## src/rtl/hr_axis_pkg.sv

```systemverilog
// hr_axis_pkg
// Shared types for the haze-removal AXI4-Stream front end.
//   hr_beat_t  - beat payload {data, last, user, pass}, sized for the widest
//                configuration; narrower builds use the low bits of data/pass.
//   PASS_ALE / PASS_TE - pass index of the atmospheric-light pass and the
//                transmission-estimate / refinement pass.
//   hr_clog2   - ceil(log2(value)), 0 for value <= 1.
package hr_axis_pkg;

    localparam int HR_DATA_W_MAX = 64;
    localparam int HR_PASS_W_MAX = 8;

    localparam int PASS_ALE = 0;
    localparam int PASS_TE  = 1;

    typedef struct packed {
        logic [HR_DATA_W_MAX-1:0] data;
        logic                     last;
        logic                     user;
        logic [HR_PASS_W_MAX-1:0] pass;
    } hr_beat_t;

    function automatic int hr_clog2(input int value);
        int r;
        int v;
        r = 0;
        v = value - 1;
        while (v > 0) begin
            r++;
            v = v >> 1;
        end
        return r;
    endfunction

endpackage

```

## src/rtl/axis_skid_buf.sv

```systemverilog
// axis_skid_buf
// Two-entry register slice (main + skid) with a registered input ready.
//   ACLK, ARESETn      clock, synchronous active-low reset
//   accept_en_i        when low, s_ready_o drops; stored beats still drain
//   s_data_i/s_valid_i/s_ready_o   upstream handshake
//   m_data_o/m_valid_o/m_ready_i   downstream handshake (m_data_o = main entry)
module axis_skid_buf #(
    parameter int W = 8
) (
    input  logic         ACLK,
    input  logic         ARESETn,
    input  logic         accept_en_i,
    input  logic [W-1:0] s_data_i,
    input  logic         s_valid_i,
    output logic         s_ready_o,
    output logic [W-1:0] m_data_o,
    output logic         m_valid_o,
    input  logic         m_ready_i
);

    logic [W-1:0] main_q, main_d;
    logic [W-1:0] skid_q, skid_d;
    logic [1:0]   cnt_q, cnt_d;
    logic         ready_q, ready_d;
    logic         in_fire, out_fire;

    assign s_ready_o = ready_q;
    assign m_valid_o = (cnt_q != 2'd0);
    assign m_data_o  = main_q;
    assign in_fire   = s_valid_i && ready_q;
    assign out_fire  = m_valid_o && m_ready_i;

    always_comb begin
        cnt_d  = cnt_q;
        main_d = main_q;
        skid_d = skid_q;
        unique case (cnt_q)
            2'd0: begin
                if (in_fire) begin
                    main_d = s_data_i;
                    cnt_d  = 2'd1;
                end
            end
            2'd1: begin
                case ({in_fire, out_fire})
                    2'b11: main_d = s_data_i;           // pass-through, order kept
                    2'b10: begin
                        skid_d = s_data_i;
                        cnt_d  = 2'd2;
                    end
                    2'b01: cnt_d = 2'd0;
                    default: ;
                endcase
            end
            default: begin
                // Full: ready is already low, so only the drain path matters;
                // the in_fire branch keeps the slice safe if that ever changes.
                if (out_fire) begin
                    main_d = skid_q;
                    if (in_fire) skid_d = s_data_i;
                    else         cnt_d  = 2'd1;
                end
            end
        endcase
        // Ready is derived from next occupancy so it can be a flop without
        // ever admitting a third beat.
        ready_d = accept_en_i && (cnt_d != 2'd2);
    end

    always_ff @(posedge ACLK) begin
        if (!ARESETn) begin
            main_q  <= '0;
            skid_q  <= '0;
            cnt_q   <= 2'd0;
            ready_q <= 1'b0;
        end else begin
            main_q  <= main_d;
            skid_q  <= skid_d;
            cnt_q   <= cnt_d;
            ready_q <= ready_d;
        end
    end

endmodule

```

## src/rtl/axis_frame_pass_seq.sv

```systemverilog
// axis_frame_pass_seq
// Frame sequencer in front of the haze-removal core. Counts col/row/pass on
// input handshakes, generates TUSER (start of frame) and TLAST (end of line),
// tags each beat with its pass index and buffers through a 2-entry skid slice.
//   ACLK, ARESETn            clock, synchronous active-low reset
//   enable                   gate for accepting new beats
//   S_AXIS_*                 pixel input; TLAST only checked, never trusted
//   M_AXIS_*                 pixel output with generated TLAST/TUSER
//   pass_idx                 pass of the beat on M_AXIS
//   pass_done / seq_done     1-cycle pulses after last beat of a pass / sequence
//   err_early_last / err_missing_last  sticky TLAST-vs-geometry mismatch flags
module axis_frame_pass_seq
    import hr_axis_pkg::*;
#(
    parameter int DATA_W      = 32,
    parameter int IMG_W       = 512,
    parameter int IMG_H       = 512,
    parameter int NUM_PASSES  = 2,
    parameter bit CHECK_TLAST = 1'b1,
    localparam int PASS_W     = (NUM_PASSES > 1) ? hr_clog2(NUM_PASSES) : 1
) (
    input  logic              ACLK,
    input  logic              ARESETn,
    input  logic              enable,
    input  logic [DATA_W-1:0] S_AXIS_TDATA,
    input  logic              S_AXIS_TVALID,
    input  logic              S_AXIS_TLAST,
    output logic              S_AXIS_TREADY,
    output logic [DATA_W-1:0] M_AXIS_TDATA,
    output logic              M_AXIS_TVALID,
    output logic              M_AXIS_TLAST,
    output logic              M_AXIS_TUSER,
    input  logic              M_AXIS_TREADY,
    output logic [PASS_W-1:0] pass_idx,
    output logic              pass_done,
    output logic              seq_done,
    output logic              err_early_last,
    output logic              err_missing_last
);

    localparam int COL_W = hr_clog2(IMG_W);
    localparam int ROW_W = (IMG_H > 1) ? hr_clog2(IMG_H) : 1;

    logic [COL_W-1:0]  col_q, col_d;
    logic [ROW_W-1:0]  row_q, row_d;
    logic [PASS_W-1:0] pass_q, pass_d;
    logic              pass_done_q, pass_done_d;
    logic              seq_done_q, seq_done_d;
    logic              early_q, early_d;
    logic              missing_q, missing_d;

    logic     col_last, row_last, pass_last, sof, in_fire;
    hr_beat_t in_beat, out_beat;
    hr_beat_t unused_beat;

    assign col_last  = (col_q == COL_W'(IMG_W - 1));
    assign row_last  = (row_q == ROW_W'(IMG_H - 1));
    assign pass_last = (pass_q == PASS_W'(NUM_PASSES - 1));
    assign sof       = (col_q == '0) && (row_q == '0);
    assign in_fire   = S_AXIS_TVALID && S_AXIS_TREADY;

    // Sideband is captured with the pixel so it stays aligned through stalls.
    always_comb begin
        in_beat                     = '0;
        in_beat.data[DATA_W-1:0]    = S_AXIS_TDATA;
        in_beat.last                = col_last;
        in_beat.user                = sof;
        in_beat.pass[PASS_W-1:0]    = pass_q;
    end

    axis_skid_buf #(
        .W ($bits(hr_beat_t))
    ) u_skid (
        .ACLK        (ACLK),
        .ARESETn     (ARESETn),
        .accept_en_i (enable),
        .s_data_i    (in_beat),
        .s_valid_i   (S_AXIS_TVALID),
        .s_ready_o   (S_AXIS_TREADY),
        .m_data_o    (out_beat),
        .m_valid_o   (M_AXIS_TVALID),
        .m_ready_i   (M_AXIS_TREADY)
    );

    // Bits above DATA_W / PASS_W are constant zero and not forwarded.
    assign unused_beat  = out_beat;
    assign M_AXIS_TDATA = out_beat.data[DATA_W-1:0];
    assign M_AXIS_TLAST = out_beat.last;
    assign M_AXIS_TUSER = out_beat.user;
    assign pass_idx     = out_beat.pass[PASS_W-1:0];

    assign pass_done        = pass_done_q;
    assign seq_done         = seq_done_q;
    assign err_early_last   = early_q;
    assign err_missing_last = missing_q;

    always_comb begin
        col_d       = col_q;
        row_d       = row_q;
        pass_d      = pass_q;
        pass_done_d = 1'b0;
        seq_done_d  = 1'b0;
        early_d     = early_q;
        missing_d   = missing_q;
        if (in_fire) begin
            if (col_last) begin
                col_d = '0;
                if (row_last) begin
                    row_d       = '0;
                    pass_done_d = 1'b1;
                    if (pass_last) begin
                        pass_d     = '0;
                        seq_done_d = 1'b1;
                    end else begin
                        pass_d = pass_q + 1'b1;
                    end
                end else begin
                    row_d = row_q + 1'b1;
                end
            end else begin
                col_d = col_q + 1'b1;
            end
            // Clear on the first beat of a sequence, then let a fresh error
            // on that same beat override the clear.
            if (sof && (pass_q == '0)) begin
                early_d   = 1'b0;
                missing_d = 1'b0;
            end
            if (CHECK_TLAST) begin
                if (S_AXIS_TLAST && !col_last) early_d   = 1'b1;
                if (!S_AXIS_TLAST && col_last) missing_d = 1'b1;
            end
        end
    end

    always_ff @(posedge ACLK) begin
        if (!ARESETn) begin
            col_q       <= '0;
            row_q       <= '0;
            pass_q      <= '0;
            pass_done_q <= 1'b0;
            seq_done_q  <= 1'b0;
            early_q     <= 1'b0;
            missing_q   <= 1'b0;
        end else begin
            col_q       <= col_d;
            row_q       <= row_d;
            pass_q      <= pass_d;
            pass_done_q <= pass_done_d;
            seq_done_q  <= seq_done_d;
            early_q     <= early_d;
            missing_q   <= missing_d;
        end
    end

endmodule

```

## config.mk

```make
export PLATFORM = sky130hd
export DESIGN_NAME = axis_frame_pass_seq
export DESIGN_NICKNAME = d
export VERILOG_FILES = /design/src/rtl/hr_axis_pkg.sv /design/src/rtl/axis_skid_buf.sv /design/src/rtl/axis_frame_pass_seq.sv
export SDC_FILE = /design/constraint.sdc
export NUM_CORES = 1
export LEC_CHECK = 0
export CORE_ASPECT_RATIO = 0.75
export CORE_UTILIZATION = 50
export CTS_BUF_LIST = sky130_fd_sc_hd__clkbuf_4
export CTS_CLUSTER_SIZE = 40
export DETAILED_ROUTE_END_ITERATION = 8
export GPL_ROUTABILITY_DRIVEN = 1
export PLACE_DENSITY = 0.84
export SYNTH_ARGS = -nofsm -noshare
export SYNTH_HDL_FRONTEND = slang
export SYNTH_SLANG_ARGS = --single-unit
```

## constraint.sdc

```tcl
create_clock -name ACLK -period 4 [get_ports ACLK]
set_input_delay 1 -clock ACLK [delete_from_list [all_inputs] [get_ports ACLK]]
set_output_delay 1 -clock ACLK [all_outputs]
set_load 0.005 [all_outputs]
```

==> impl_metrics.yaml, run 1 <==
outcome:
  run_status: "completed"
cts:
  clkLatencyLatePin_ns: 0.44
  htreeDepth: 3
  cts_resized: 0
  postCtsSetupRepairBufs: 0
  hold_buffers: 0
  clk_pin_slew_ns: 0.14
  cts_tree: "yes"
  numCtsBuffers: 9
  cts_num_sinks: 96
  cts_buffer_depth: 2
  root_buffer: "clkbuf_4"
drt:
  wl_per_cell_um: 14.42
  detail-route-antenna-nets: 0
  via_per_inst: 5.262
  wirelength_um: 8520
  drcViolationCount: 0
  drt_pass1_iterations: 5
  drtIter0Drc: 188
  num_vias: 3110
floorplan:
  die_area_mm2: 0.008885
  core_area_mm2: 0.008058
  fp-row-count: 28
  pin_count: 79
  die_x_um: 108.5
  die_y_um: 81.88
  start_util_pct: 52.80
layout:
  final_cells: 591
  drive_gt1_share_pct: 4.527
  nets: 526
  fin_util_pct: 63.74
  final_common_cell: "dfxtp_1"
  diodes: 0
  syn2layout_area_growth_pct: 20.74
  fin_area_mm2: 0.005136
  fill_cells: 716
  layout_common_cells: "95 x dfxtp_1, 77 x clkdlybuf4s50_1, 70 x mux2i_1, 54 x nand2_1, 36 x nor2b_1"
timing:
  fmax_mhz: 380.1
  worstMarginPinSlew_ns: 0.8423
  fin_skew_ns: 0.01629
  hold_violations: 0
  post-route-period-util_pct: 65.78
  relSlewSlack_pct: 43.85
  maxSlewViolCount: 0
  rsz0062_at_grt: "no"
  min_period_ns: 2.631
  tns_ns: 0
  setup_viol: 0
grt:
  grt_max_degree: 55
  gr-usage-all-layers_pct: 20.17
  overflow: 0
  grt_pass1_vias: 3013
  antenna_found_initial: 0
  grt_pass1_wl_um: 13920
placed_design:
  gp_congestion: 0.8298
  dp_cells: 576
  portBuffers: 78
  place_area_mm2: 0.004985
  post-dp-hpwl_um: 5730
logic_synthesis:
  ys_warn_count: 0
  synthArstFlopShare_pct: 0
  ys_seq_elements: 96
  avgSynthCellArea_um2: 10.18
  synth_edf_count: 0
  synth-main-ff-cell: "dfxtp_1"
  synth.yosys.seq_area_share_pct: 45.18
  syn_area_mm2: 0.004254
  syn_inst: 418
  syn-num-nets: 462
  netlist-cell-type-count: 39
power:
  p_leak_nw: 2.088
  p_per_area_mw_per_mm2: 333.8
  power_w: 0.001714
  ir_drop_v: 0.0001578
worst_setup_path:
  critPathRequiredTime_ns: 4.34
  arrival_ns: 2.97
  cp-start-kind: "input port"
  crit_fanout: 35
  cp-end-kind: "flip-flop"
  path_class: "in -> reg"
flow_run:
  maxCapViolCount: 0
hold_path:
  worstHoldPathType: "reg -> reg"
[worst max-delay path, cell delays in order]
cell and delay (ns):
clkdlybuf4s50_1 0.51, nand2_1 0.32, nor3_4 0.24, buf_4 0.53, mux2i_1 0.27, nor2b_1 0.07
[where the power goes]
part	total, W	internal (W)	switching [W]
Clock	0.000561	0.000249	0.000312
Combinational	0.000161	0.0000984	0.0000630
Sequential	0.000992	0.000978	0.0000140
Total	0.00171	0.00133	0.000389
[per-layer routing]
| metal | vias up | part of all wire, % | routed length (um) | track usage, % |
|---|---|---|---|---|
| li1 | 1574 | - | - | - |
| met5 | - | 0 | 0 | 0 |
| met1 | 1449 | 50 | 4239 | 26.40 |
| met4 | 0 | 1.5 | 126 | 6.351 |
| met3 | 13 | 5.6 | 481 | 6.111 |
| met2 | 74 | 43 | 3673 | 31.96 |
[through the flow]
step / hold slack [ns] / setup WS, ns
floorplan: 0.4522 / 1.955
global route: 0.5267 / 1.222
global placement: 0.4594 / 0.9452
CTS: 0.4998 / 1.352
finish: 0.4967 / 1.369
detailed placement: 0.4821 / 0.9091
[cells in the mapped netlist (2+ instances only)]
master    count  area (um^2)
nor3_1        4        20.02
a21boi_1      4        30.03
nor2_1       21        78.83
nor2b_1      36        225.2
o211a_1      34        340.3
xor2_1        7        61.31
o21ai_1       3        15.01
dfxtp_1      96         1922
a21oi_1       4        20.02
buf_4         2        15.01
nand3_1       5        25.02
buf_8         2        30.03
mux2i_1      70        700.7
xnor2_1       6        52.55
buf_2         4        20.02
and2_1        4        25.02
inv_1         7        26.28
nor4b_1       2        17.52
ha_1          6        75.07
clkbuf_1     11        41.29
nand2_1      54        202.7
buf_6         9        101.4
nand4_1       7        43.79
and3_1        4        25.02
nor4_1        2        12.51
[area by class of cell]
type,instances,area (um^2),area share (%)
Timing Repair Buffer,82,818.3,15.93
Clock buffer,9,67.56,1.315
Inverter,7,26.28,0.5116
Sequential cell,96,1923,37.44
Clock inverter,6,83.83,1.632
Multi-Input combinational cell,286,2086,40.61
Tap cell,105,131.4,2.558
[cell families after synthesis]
logic type	after synthesis	synth area share, %
multiplexers	71	16.74
AO/OA/AOI/OAI	53	11.09
buffers and inverters	36	5.971
AND/OR/NAND/NOR	143	16.59
flip-flops	96	45.18
adder cells (fa/ha/maj)	6	1.765
XOR/XNOR	13	2.676
[path summary, 6_finish.rpt]
check | depth (start not counted) | endpoint | from | slack (ns)
setup / recovery | 6 | u_skid.skid_q[10]$_SDFFE_PN0P_ | S_AXIS_TVALID | 1.37
hold / removal | 2 | err_early_last$_SDFFE_PN0P_ | err_early_last$_SDFFE_PN0P_ | 0.50
setup reg to reg | 6 | u_skid.skid_q[10]$_SDFFE_PN0P_ | u_skid.cnt_q[1]$_SDFF_PN0_ | 1.77
hold reg to reg | 2 | err_early_last$_SDFFE_PN0P_ | err_early_last$_SDFFE_PN0P_ | 0.50
[flip-flops by register name (all words and copies together) (netlist names)]
name / flops
seq_done: 1
u_skid.s_ready_o: 1
err_missing_last: 1
col_q: 9
pass_done: 1
pass_last: 1
u_skid.skid_q: 35
row_q: 9
u_skid.cnt_q: 2
err_early_last: 1
u_skid.m_data_o: 35
Note: power is estimated with default switching activity, not from simulation.
==> run 2, diff against run 1 <==
--- a/config.mk
+++ b/config.mk
@@ -6,12 +6,12 @@
 export NUM_CORES = 1
 export LEC_CHECK = 0
 export CORE_ASPECT_RATIO = 0.75
-export CORE_UTILIZATION = 50
+export CORE_UTILIZATION = 49
 export CTS_BUF_LIST = sky130_fd_sc_hd__clkbuf_4
 export CTS_CLUSTER_SIZE = 40
 export DETAILED_ROUTE_END_ITERATION = 8
 export GPL_ROUTABILITY_DRIVEN = 1
-export PLACE_DENSITY = 0.84
+export PLACE_DENSITY = 0.86
 export SYNTH_ARGS = -nofsm -noshare
 export SYNTH_HDL_FRONTEND = slang
 export SYNTH_SLANG_ARGS = --single-unit
==> constraint.sdc (replaced) <==
create_clock -name ACLK -period 2.2 [get_ports ACLK]
set_input_delay 0.55 -clock ACLK [delete_from_list [all_inputs] [get_ports ACLK]]
set_output_delay 0.55 -clock ACLK [all_outputs]
set_load 0.005 [all_outputs]
==> run 2 against run 1 <==
Total power is 84% higher. Register-to-register slack lost 1.5 ns. Clock-buffer cell count is the same. Critical endpoint is now M_AXIS_TVALID. Highest routed layer unchanged.
==> impl_metrics.yaml, run 2 (synthesis gave the netlist of run 1 again) <==
cts:
  clkLatencyLatePin_ns: 0.44
  htreeDepth: 3
  clk_pin_slew_ns: 0.14
  cts_buffer_depth: 2
  postCtsSetupRepairBufs: 0
  cts_num_sinks: 96
  cts_resized: 1
  hold_buffers: 0
  numCtsBuffers: 9
  root_buffer: "clkbuf_4"
  cts_tree: "yes"
timing:
  post-route-period-util_pct: 93.99
  worstMarginPinSlew_ns: 0.4320
  hold_violations: 0
  rsz0062_at_grt: "no"
  fmax_mhz: 483.6
  tns_ns: 0
  fin_skew_ns: 0.006836
  min_period_ns: 2.068
  setup_viol: 0
  relSlewSlack_pct: 71.20
  maxSlewViolCount: 0
drt:
  drtIter0Drc: 191
  drcViolationCount: 0
  num_vias: 3204
  via_per_inst: 5.313
  detail-route-antenna-nets: 0
  wirelength_um: 8707
  drt_pass1_iterations: 4
  wl_per_cell_um: 14.44
power:
  p_per_area_mw_per_mm2: 601.4
  p_leak_nw: 2.139
  ir_drop_v: 0.0004431
worst_setup_path:
  slowest_stage: "clkdlybuf4s50_1"
  critPathRequiredTime_ns: 1.65
  arrival_ns: 1.52
  cp-end-kind: "output port"
  crit_fanout: 4
  max_stage_delay_ns: 0.53
  cp-start-kind: "flip-flop"
  path_class: "reg -> out"
  crit_chain: "nor2_4, inv_1, clkdlybuf4s50_1"
layout:
  syn2layout_area_growth_pct: 23.38
  nets: 534
  fin_area_mm2: 0.005249
  layout_common_cells: "94 x dfxtp_1, 77 x clkdlybuf4s50_1, 70 x mux2i_1, 53 x nand2_1, 36 x nor2b_1"
  drive_gt1_share_pct: 7.071
  final_cells: 603
  multi_input_area_mm2: 0.002096
  diodes: 0
  final_common_cell: "dfxtp_1"
  ff_latch_area_mm2: 0.001924
  fill_cells: 730
floorplan:
  die_area_mm2: 0.009063
  pin_count: 79
  die_y_um: 82.70
  core_area_mm2: 0.008454
  start_util_pct: 50.32
  die_x_um: 109.6
  fp-row-count: 29
flow_run:
  maxCapViolCount: 0
outcome:
  run_status: "completed"
placed_design:
  place_area_mm2: 0.005074
  portBuffers: 78
  dp_cells: 587
  post-dp-hpwl_um: 5907
  gp_congestion: 0.7875
grt:
  grt_pass1_wl_um: 13840
  overflow: 0
  gr-usage-all-layers_pct: 20.10
  grt_pass1_vias: 2974
  antenna_found_initial: 0
  grt_max_degree: 51
hold_path:
  worstHoldPathType: "in -> reg"
==> run 2: worst paths after layout <==
kind / startpoint / endpoint / slack, ns / cells past startpoint
hold / removal: ARESETn / err_missing_last$_SDFFE_PN0P_ / 0.41 / 2
hold reg to reg: row_q[8]$_SDFFE_PN0P_ / row_q[8]$_SDFFE_PN0P_ / 0.49 / 2
setup reg to reg: col_q[1]$_SDFFE_PN0P_ / pass_last$_SDFFE_PN0P_ / 0.24 / 8
setup / recovery: u_skid.cnt_q[0]$_SDFF_PN0_ / M_AXIS_TVALID / 0.13 / 3
==> run 2: critical path: cells and delay by family, from the launching register on <==
kind / cells / cell delay [ns]
flops: 1 / 0.41
simple gates: 1 / 0.06
buf+inv: 2 / 0.60
==> run 2: per-layer routing <==
layer	routed length, um	track usage, %
met2	4045	32.20
met3	484	6.907
met5	0	0
met1	4102	25.37
met4	74	6.800
==> run 2: stage by stage <==
step / setup slack [ns] / hold WS, ns / utilization [%] / total power (W)
2_1_floorplan: 0.4314 / 0.4522 / - / 0.001971
6_report: 0.1322 / 0.4061 / 62.08 / 0.003156
3_5_place_dp: 0.07494 / 0.4763 / 60.01 / 0.002144
4_1_cts: 0.03493 / 0.3537 / 61.98 / 0.003197
5_1_grt: 0.03700 / 0.3688 / 62.08 / 0.003291
3_3_place_gp: 0.1139 / 0.4558 / 60.01 / 0.002136
==> run 2: final cells by class <==
type | instances | share of cell area [%]
well taps | 108 | 2.575
clock inverters | 7 | 1.836
repair buffers | 90 | 17.21
flip-flops and latches | 96 | 36.66
inverters | 7 | 0.5006
multi-input cells | 286 | 39.93
clock buffers | 9 | 1.287
==> run 2: where the power goes <==
| part | switching (W) | total [W] | internal, W |
|---|---|---|---|
| Clock | 0.000589 | 0.00105 | 0.000461 |
| Sequential | 0.0000238 | 0.00180 | 0.00178 |
| Combinational | 0.000118 | 0.000304 | 0.000186 |
| Total | 0.000731 | 0.00316 | 0.00243 |
==> variant, RTL diff (flow settings as in run 2) <==
`DATA_W`: 32 -> 16.
--- a/src/rtl/axis_frame_pass_seq.sv
+++ b/src/rtl/axis_frame_pass_seq.sv
@@ -12,7 +12,7 @@
 module axis_frame_pass_seq
     import hr_axis_pkg::*;
 #(
-    parameter int DATA_W      = 32,
+    parameter int DATA_W      = 16,
     parameter int IMG_W       = 512,
     parameter int IMG_H       = 512,
     parameter int NUM_PASSES  = 2,
Ports: changed (resized M_AXIS_TDATA and S_AXIS_TDATA); port bits go from 79 to 47. The function was not compared with the original's and may differ.
==> variant against run 2 <==
Worst setup slack better by 0.034 ns. Maximum frequency is 1.7% higher. Count of clock-buffer cells in the layout rose by 3. Largest power group unchanged. Area after synthesis fell by 32%. Via count decreased by 31%. Power shrank 28%. Sequential power shrank 33%. Largest cell class unchanged. Utilization up 2.8 points. Sequential cell count shrank 32. Global-route usage increased by 0.46 points. Design area fell by 32%. Wire length is 31% lower.
==> variant: results (changes against run 2) <==
yosys:
  syn_nets: 323  # -30%
  seq_area_frac_synth: 0.4446  # -0.007127
  post_synth_num_cell_types: 37  # -5.1%
  synth_cells: 295  # -29%
  netlist_top_cells_count: "sky130_fd_sc_hd__dfxtp_1, sky130_fd_sc_hd__mux2i_1, sky130_fd_sc_hd__nand2_1, sky130_fd_sc_hd__nor2_1, sky130_fd_sc_hd__nor2b_1"
  post_synth_mux_area_share: 0.1359  # -0.03144
  synth_area_in_compound_gates: 0.1086  # -0.002328
  post_synth_xor_area_fraction: 0.03951  # +0.01275
  post_synth_main_area_contributors: "sky130_fd_sc_hd__dfxtp_1, sky130_fd_sc_hd__mux2i_1, sky130_fd_sc_hd__o211a_1"
route:
  vias: 2203  # -31%
  viasPerCell: 5.233  # -1.5%
  first_iter_violations: 126  # -34%
  wirelength_um: 6018  # -31%
setup_path:
  cp.arrival_ns: 1.48  # -0.04 ns
  regToRegEndpoint: "row_q[5]$_SDFFE_PN0P_"
  r2r_setup_slack_ns: 0.19  # -0.05 ns
timing:
  max-slew-margin-rel: 0.7386  # +0.02656
  timing.final.ws_setup_ns: 0.1664  # +0.03414 ns
  holdWs_ns: 0.4894  # +0.08332 ns
cells_and_area:
  drive_gt1_frac: 0.07225  # +0.001547
  final_core_util: 0.6485  # +0.02769
  fin_nets: 369  # -31%
placed_design:
  placed_cells_incl_taps: 405  # -31%
  preCtsSetupSlack_ns: 0.1287  # +0.05378 ns
  post_dp_cell_area_um2: 3403  # -33%
  placement.io_buffers: 46  # -41%
  gp_congestion: 0.8342  # +5.9%
outcome:
  run_status: "finished, final reports clean"
grt:
  first_global_vias: 2093  # -30%
  grt_use_total: 0.2056  # +0.004637
  globalRouteMet1Util: 0.2481  # -0.005605
  grt_pass1_wl_um: 9811  # -29%
  grt_max_degree: 54  # +5.9%
  grt.met3_usage: 0.07333  # +0.004260
  met2_usage: 0.3494  # +0.02742
clock_network:
  clk-insertion-delay-late_ns: 0.40  # -0.04 ns
min_path:
  min_path_type: "reg2reg"
  worst_hold_startpoint: "col_q[8]$_SDFFE_PN0P_"
  worstHoldEndpoint: "col_q[8]$_SDFFE_PN0P_"
power_and_ir_drop:
  clock_power_share: 0.393  # +0.060
  total_leakage_power_nw: 1.448  # -32%
  seq_power_share: 0.525  # -0.046
  netSwitchingPower_uw: 489.3  # -33%
[variant: cell types whose count changed after synthesis, sizes merged, moves of 8 or more]
cell / change
buf: -8
nand2: -18
dfxtp: -32
mux2i: -32
nor2b: -16
o211a: -16
[variant: per-layer routing]
layer	up-vias	share of wire
li1	1116	-
met1	1029	0.48
met2	52	0.46
met3	6	0.051
met4	0	0.0083
met5	-	0
[variant: area by class of cell]
type,count,area [um^2]
Fill cell,440,1932
Multi-Input combinational cell,206,1454
Sequential cell,64,1281
Timing Repair Buffer,53,550.5
Tap cell,75,93.84
Clock buffer,12,90.09
Clock inverter,4,68.82
Inverter,7,26.28
[variant: how the worst max path moves through the flow]
stage                                           from                       endpoint  depth (start not counted)
after floorplan                col_q[1]$_SDFFE_PN0P_         pass_last$_SDFFE_PN0P_                          9
after global placement                 S_AXIS_TVALID     u_skid.cnt_q[0]$_SDFF_PN0_                          6
after detailed placement               M_AXIS_TREADY  u_skid.skid_q[8]$_SDFFE_PN0P_                          6
after CTS                 u_skid.cnt_q[0]$_SDFF_PN0_                  M_AXIS_TVALID                          3
after global routing           col_q[1]$_SDFFE_PN0P_          row_q[7]$_SDFFE_PN0P_                          8
final                     u_skid.cnt_q[0]$_SDFF_PN0_                  M_AXIS_TVALID                          3
[variant: repair_timing]
item                                   in CTS  in global routing
gates resized for setup                     0                  1
endpoints found under the hold margin       0                  0
setup endpoints to repair                   0                  1
[variant: worst min-delay path, stage by stage, from the launching register on]
cell                       delay [ns]
sky130_fd_sc_hd__dfxtp_1         0.34
sky130_fd_sc_hd__nand2_1         0.06
sky130_fd_sc_hd__a21boi_1        0.05
